`config.mk`:
```
export PLATFORM = sky130hd
export DESIGN_NAME = host_reg_responder
export DESIGN_NICKNAME = d
export VERILOG_FILES = /design/src/rtl/host_reg_responder_pkg.sv /design/src/rtl/host_reg_responder_sync_ff.sv /design/src/rtl/host_reg_responder.sv
export SDC_FILE = /design/constraint.sdc
export NUM_CORES = 1
export LEC_CHECK = 0
export CAP_MARGIN = 20
export CORE_MARGIN = 2
export CORE_UTILIZATION = 45
export DETAILED_ROUTE_END_ITERATION = 12
export PLACE_DENSITY = 0.71
export SYNTH_ARGS = -nofsm -noshare
export SYNTH_HDL_FRONTEND = slang
export SYNTH_SLANG_ARGS = --single-unit
```
`constraint.sdc`:
```
create_clock -name clk -period 5.6 [get_ports clk]
set_input_delay 1.12 -clock clk [delete_from_list [all_inputs] [get_ports clk]]
set_output_delay 1.12 -clock clk [all_outputs]
set_load 0.005 [all_outputs]
```
`src/rtl/host_reg_responder_pkg.sv`:
```
// ---------------------------------------------------------------------------
// host_reg_pkg
// Shared definitions for the host-pin register responder: default bus
// widths, the special register addresses and the handshake FSM state type.
// No ports; imported by host_reg_responder and sync_ff.
// ---------------------------------------------------------------------------
package host_reg_pkg;

  localparam int DATA_W_DEF  = 8;
  localparam int ADDR_W_DEF  = 4;
  localparam int RO_ADDR_DEF = 15;

  // Register 0 feeds the core; writing it with bit 7 set clears the
  // read-only write error flag.
  localparam int CTRL_ADDR   = 0;
  localparam int ERR_CLR_BIT = 7;

  typedef enum logic [1:0] {
    ST_WAIT_REL = 2'd0,
    ST_IDLE     = 2'd1,
    ST_EXEC     = 2'd2,
    ST_ACK      = 2'd3
  } state_t;

endpackage

```
`src/rtl/host_reg_responder_sync_ff.sv`:
```
// ---------------------------------------------------------------------------
// sync_ff
// N-stage level synchroniser for asynchronous input pins, with synchronous
// active-high reset that clears every stage.
// Ports:
//   clk  - sampling clock
//   rst  - synchronous active-high reset
//   i_d  - asynchronous input level(s)
//   o_q  - synchronised output, STAGES clock edges behind i_d
// ---------------------------------------------------------------------------
module sync_ff
  import host_reg_pkg::*;
#(
  parameter int STAGES = 2,
  parameter int WIDTH  = 1
) (
  input  logic             clk,
  input  logic             rst,
  input  logic [WIDTH-1:0] i_d,
  output logic [WIDTH-1:0] o_q
);

  logic [WIDTH-1:0] r_stage [STAGES];

  // Plain shift chain; stage 0 is the only flop that sees the raw pin.
  always_ff @(posedge clk) begin
    if (rst) begin
      for (int i = 0; i < STAGES; i++) begin
        r_stage[i] <= '0;
      end
    end else begin
      r_stage[0] <= i_d;
      for (int i = 1; i < STAGES; i++) begin
        r_stage[i] <= r_stage[i-1];
      end
    end
  end

  assign o_q = r_stage[STAGES-1];

endmodule

```
`src/rtl/host_reg_responder.sv`:
```
// ---------------------------------------------------------------------------
// host_reg_responder
// Responder side of the 4-phase req/ack host register handshake. The request
// level is synchronised, then one write or read is executed against a bank
// of 2^ADDR_W registers and acknowledged until the host drops req.
// Ports:
//   clk, rst    - clock and synchronous active-high reset
//   req_i       - asynchronous host request level
//   we_i        - 1 = write, 0 = read (stable while req_i high)
//   addr_i      - register address (stable while req_i high)
//   wdata_i     - write data (stable while req_i high)
//   ack_o       - registered acknowledge
//   rdata_o     - read data, valid while ack_o high on a read
//   busy_o      - FSM not in IDLE
//   ctrl_o      - live copy of register 0
//   status_i    - core status, returned when reading RO_ADDR
//   wr_pulse_o  - one-cycle pulse per accepted write
//   ro_err_o    - sticky flag, set by a write to RO_ADDR
// ---------------------------------------------------------------------------
module host_reg_responder
  import host_reg_pkg::*;
#(
  parameter int DATA_W      = DATA_W_DEF,
  parameter int ADDR_W      = ADDR_W_DEF,
  parameter int SYNC_STAGES = 2,
  parameter int RO_ADDR     = RO_ADDR_DEF
) (
  input  logic              clk,
  input  logic              rst,
  input  logic              req_i,
  input  logic              we_i,
  input  logic [ADDR_W-1:0] addr_i,
  input  logic [DATA_W-1:0] wdata_i,
  output logic              ack_o,
  output logic [DATA_W-1:0] rdata_o,
  output logic              busy_o,
  output logic [DATA_W-1:0] ctrl_o,
  input  logic [DATA_W-1:0] status_i,
  output logic              wr_pulse_o,
  output logic              ro_err_o
);

  localparam int                NUM_REGS  = 1 << ADDR_W;
  localparam logic [ADDR_W-1:0] RO_A      = ADDR_W'(RO_ADDR);
  localparam logic [ADDR_W-1:0] CTRL_A    = ADDR_W'(CTRL_ADDR);
  localparam int                CNT_W     = $clog2(SYNC_STAGES + 1);
  localparam logic [CNT_W-1:0]  FILL_DONE = CNT_W'(SYNC_STAGES);

  logic              w_reqS;
  state_t            r_state;
  state_t            w_nextState;
  logic              w_capture;
  logic              w_exec;
  logic              w_doWrite;
  logic              w_roWrite;
  logic              w_doRead;
  logic              w_filled;
  logic [CNT_W-1:0]  r_fillCnt;
  logic              r_we;
  logic [ADDR_W-1:0] r_addr;
  logic [DATA_W-1:0] r_wdata;
  logic [DATA_W-1:0] r_bank [NUM_REGS];
  logic              r_ack;
  logic [DATA_W-1:0] r_rdata;
  logic              r_wrPulse;
  logic              r_roErr;

  sync_ff #(
    .STAGES (SYNC_STAGES),
    .WIDTH  (1)
  ) u_reqSync (
    .clk (clk),
    .rst (rst),
    .i_d (req_i),
    .o_q (w_reqS)
  );

  // The synchroniser is cleared by reset, so right after reset req_s reads 0
  // even if the host is still holding req. WAIT_REL therefore ignores req_s
  // until the chain has refilled from the pin; otherwise a held request
  // would be replayed as soon as reset lifts.
  always_ff @(posedge clk) begin
    if (rst) begin
      r_fillCnt <= '0;
    end else if (r_fillCnt != FILL_DONE) begin
      r_fillCnt <= r_fillCnt + CNT_W'(1);
    end
  end

  assign w_filled = (r_fillCnt == FILL_DONE);

  // Handshake state register. ack is registered from the next state so it
  // rises on the EXEC->ACK edge and falls on the ACK->IDLE edge.
  always_ff @(posedge clk) begin
    if (rst) begin
      r_state <= ST_WAIT_REL;
      r_ack   <= 1'b0;
    end else begin
      r_state <= w_nextState;
      r_ack   <= (w_nextState == ST_ACK);
    end
  end

  always_comb begin
    w_nextState = r_state;
    w_capture   = 1'b0;
    w_exec      = 1'b0;
    case (r_state)
      ST_WAIT_REL: begin
        if (w_filled && !w_reqS) begin
          w_nextState = ST_IDLE;
        end
      end
      ST_IDLE: begin
        if (w_reqS) begin
          w_nextState = ST_EXEC;
          w_capture   = 1'b1;
        end
      end
      ST_EXEC: begin
        w_nextState = ST_ACK;
        w_exec      = 1'b1;
      end
      ST_ACK: begin
        if (!w_reqS) begin
          w_nextState = ST_IDLE;
        end
      end
      default: begin
        w_nextState = ST_WAIT_REL;
      end
    endcase
  end

  assign w_doWrite = w_exec &&  r_we && (r_addr != RO_A);
  assign w_roWrite = w_exec &&  r_we && (r_addr == RO_A);
  assign w_doRead  = w_exec && !r_we;

  // Host-side fields are unsynchronised; they are only trusted once req_s
  // has been seen, because the host keeps them stable while req is high.
  always_ff @(posedge clk) begin
    if (rst) begin
      r_we    <= 1'b0;
      r_addr  <= '0;
      r_wdata <= '0;
    end else if (w_capture) begin
      r_we    <= we_i;
      r_addr  <= addr_i;
      r_wdata <= wdata_i;
    end
  end

  // Register bank. The RO_ADDR slot is never written; reads there are
  // redirected to status_i.
  always_ff @(posedge clk) begin
    if (rst) begin
      for (int i = 0; i < NUM_REGS; i++) begin
        r_bank[i] <= '0;
      end
    end else if (w_doWrite) begin
      r_bank[r_addr] <= r_wdata;
    end
  end

  // Read data, write pulse and the sticky read-only error flag, all updated
  // on the EXEC edge. rdata is left untouched by writes.
  always_ff @(posedge clk) begin
    if (rst) begin
      r_rdata   <= '0;
      r_wrPulse <= 1'b0;
      r_roErr   <= 1'b0;
    end else begin
      r_wrPulse <= w_doWrite;
      if (w_doRead) begin
        r_rdata <= (r_addr == RO_A) ? status_i : r_bank[r_addr];
      end
      if (w_roWrite) begin
        r_roErr <= 1'b1;
      end else if (w_doWrite && (r_addr == CTRL_A) && r_wdata[ERR_CLR_BIT]) begin
        r_roErr <= 1'b0;
      end
    end
  end

  assign ack_o      = r_ack;
  assign rdata_o    = r_rdata;
  assign busy_o     = (r_state != ST_IDLE);
  assign ctrl_o     = r_bank[CTRL_A];
  assign wr_pulse_o = r_wrPulse;
  assign ro_err_o   = r_roErr;

endmodule

```
==> impl_metrics.ini <==
[clocking]
worstSkewPairLatency_ns = 0.43
clk_path_buf_depth = 2
cts_buffers = 17
path_clk_slew_ns = 0.06
ctsHoldBuffers = 0
post-cts-setup-buffers = 0
cts_tree = yes
clock_sink_count = 162
root_buffer = clkbuf_16
ctsResizeCount = 0
cts-htree-levels = 4

[logic_synthesis]
synth_largest_area_cell = edfxtp_1
seq_area_frac_synth_pct = 63.1
ys_top_cells_by_area = edfxtp_1 (54%), and2_1 (11%), dfxtp_1 (9.5%)
ys_seq_elements = 162
synth_ff_type = edfxtp_1
syn-mean-instance-area_um2 = 13.5
yosys.cell_types.count = 39
synth_most_common_cell = edfxtp_1
synth_top_area_share_pct = 53.6
syn_inst = 533
synth-async-reset-ratio_pct = 0
synth_edf_count = 128
synth_commonest_cells = edfxtp_1 (128), and2_1 (121), nor2_1 (42), nand2_1 (37), dfxtp_1 (34)
syn_area_um2 = 7180
yosysWarningCount = 0

[place]
gp_congestion = 0.865
port_buffers = 43
hpwlAfterDp_um = 11000

[flow_run]
max-cap-violations = 0

[global_route]
grt_pass1_wl_um = 24400
grt_max_degree = 37
antenna_found_initial = 0
overflow = 0
grt_pass1_vias = 4339
grt_usage_pct = 20.4

[floorplan]
die_h_um = 130
core-area_um2 = 15700
dieArea_um2 = 17000
die-width_um = 130
initial_core_util_pct = 45.7
io-pin-count = 44
rows = 46

[min_path]
hold_class = flop to flop
hold_depth = 1

[pwr]
p_per_area_nw_per_um2 = 312
p_sw_uw = 549
fin_total_pwr_uw = 2590
p_leak_uw = 0.00290
p_sw_share_pct = 21.2
clockPowerShare_pct = 40.9
p_comb_share_pct = 5.8
p_seq_share_pct = 53.3
max-vdd-ir-drop_uv = 229
p_int_uw = 2040

[drt]
wl_per_cell_um = 20.4
first_pass_iters = 5
drc_errors = 0
finalWirelength_um = 16400
drt_iter0_drc = 515
routed_via_density = 5.42
antenna_left = 0
vias = 4361

[run_status]
status = completed

[critical_path]
rr_worst_depth = 4
crit_path_start_kind = flop
worstPathMaxFanout = 8
crit_type = flop to primary output
critPathArrivalTime_ns = 1.53
cp-end-kind = primary output
crit_required_ns = 4.48

[sta]
min_period_ns = 2.65
hold_viol = 0
fin_worst_skew_ns = 0.00718
slew_headroom_pct = 29.8
max_freq_ghz = 0.378
worstMarginPinSlew_ns = 1.05
finalCritPeriodShare_pct = 47.3
setup_viol = 0
rsz0062_at_grt = no
finalMaxSlewViolations = 0
fin_setup_tns_ns = 0

[final_layout]
antennaDiodeCount = 0
fin_nets = 600
drive_gt1_share_pct = 17.2
syn2layout_area_growth_pct = 15.9
critical path, stage by stage, from the launching register on:
cell	delay [ns]
dfxtp_1	0.44
nand2b_1	0.16
clkdlybuf4s50_1	0.50
metal layers:
layer,GRT usage (%),wire length [um]
met5,0,0
met4,9.17,376
met3,4.96,1370
met2,31.2,7770
met1,27.7,6900
metrics by stage:
stage	utilization (%)	instance area (um2)	worst slack [ns]	hold slack, ns	instances
after global placement	49.5	7780	2.71	0.420	772
after CTS	52.9	8320	2.95	0.462	804
after floorplan	-	7200	2.98	0.414	540
after detailed placement	49.5	7780	2.61	0.443	772
final	52.9	8320	2.95	0.456	804
after global routing	52.9	8320	2.85	0.471	804
cell families (layout without fill, tap and decap cells):
family / count (synthesis) / in the layout / share of synthesized area, %
compound gates: 42 / 42 / 3.66
xor+xnor: 1 / 1 / 0.122
fa+ha+maj: 1 / 1 / 0.174
buf+inv: 32 / 80 / 2.13
flops: 162 / 162 / 63.1
mux: 47 / 47 / 11.4
other cells: 1 / 8 / 0.0523
simple gates: 247 / 247 / 19.4
final cells by class:
type | count | area (um2)
clock buffers | 26 | 510
repair buffers | 46 | 448
clock inverters | 6 | 30.0
flip-flops and latches | 162 | 4530
multi-input cells | 346 | 2520
fillers | 1275 | 7400
inverters | 2 | 7.51
well taps | 216 | 270
power groups by stage:
stage               clock network, uW  logic, uW  registers, uW
floorplan                           0       98.8           1380
global placement                    0        142           1400
detailed placement                  0        149           1410
CTS                              1060        151           1380
global route                     1120        165           1390
finish                           1060        150           1380
sequential cells by signal, indices dropped and copies added, names as in the netlist, 2 cells and up, named ones only:
register,flops
r_bank,128
r_addr,4
rdata_o,8
r_fillCnt,2
r_state,2
u_reqSync.r_stage,2
r_wdata,8
placed cells by master (no fill, tap or decap), types with 2 or more instances in the layout:
cell type,n
clkbuf_8,3
conb_1,8
nor2_4,4
mux2_2,20
nor2_1,42
nand2_1,37
a31oi_1,6
or3_1,7
nor2b_1,3
dfxtp_1,33
buf_4,3
clkbuf_16,18
a211o_1,6
or4_4,2
and2_1,121
o22ai_1,6
o21ai_0,3
nand2b_1,8
clkdlybuf4s50_1,42
a21oi_1,17
clkbuf_1,5
edfxtp_1,128
mux4_2,26
inv_1,2
clkinv_2,6
or2_2,16
worst paths after layout:
path / startpoint / endpoint / slack, ns
max: r_state[1]$_SDFF_PP0_ / busy_o / 2.95
min: u_reqSync.r_stage[0][0]$_SDFF_PP0_ / u_reqSync.r_stage[0][1]$_SDFF_PP0_ / 0.46
max reg2reg: flop / rdata_o[0]$_SDFFE_PP0P_ / 3.10
min reg2reg: u_reqSync.r_stage[0][0]$_SDFF_PP0_ / u_reqSync.r_stage[0][1]$_SDFF_PP0_ / 0.46
(Power assumes the default switching activity.)
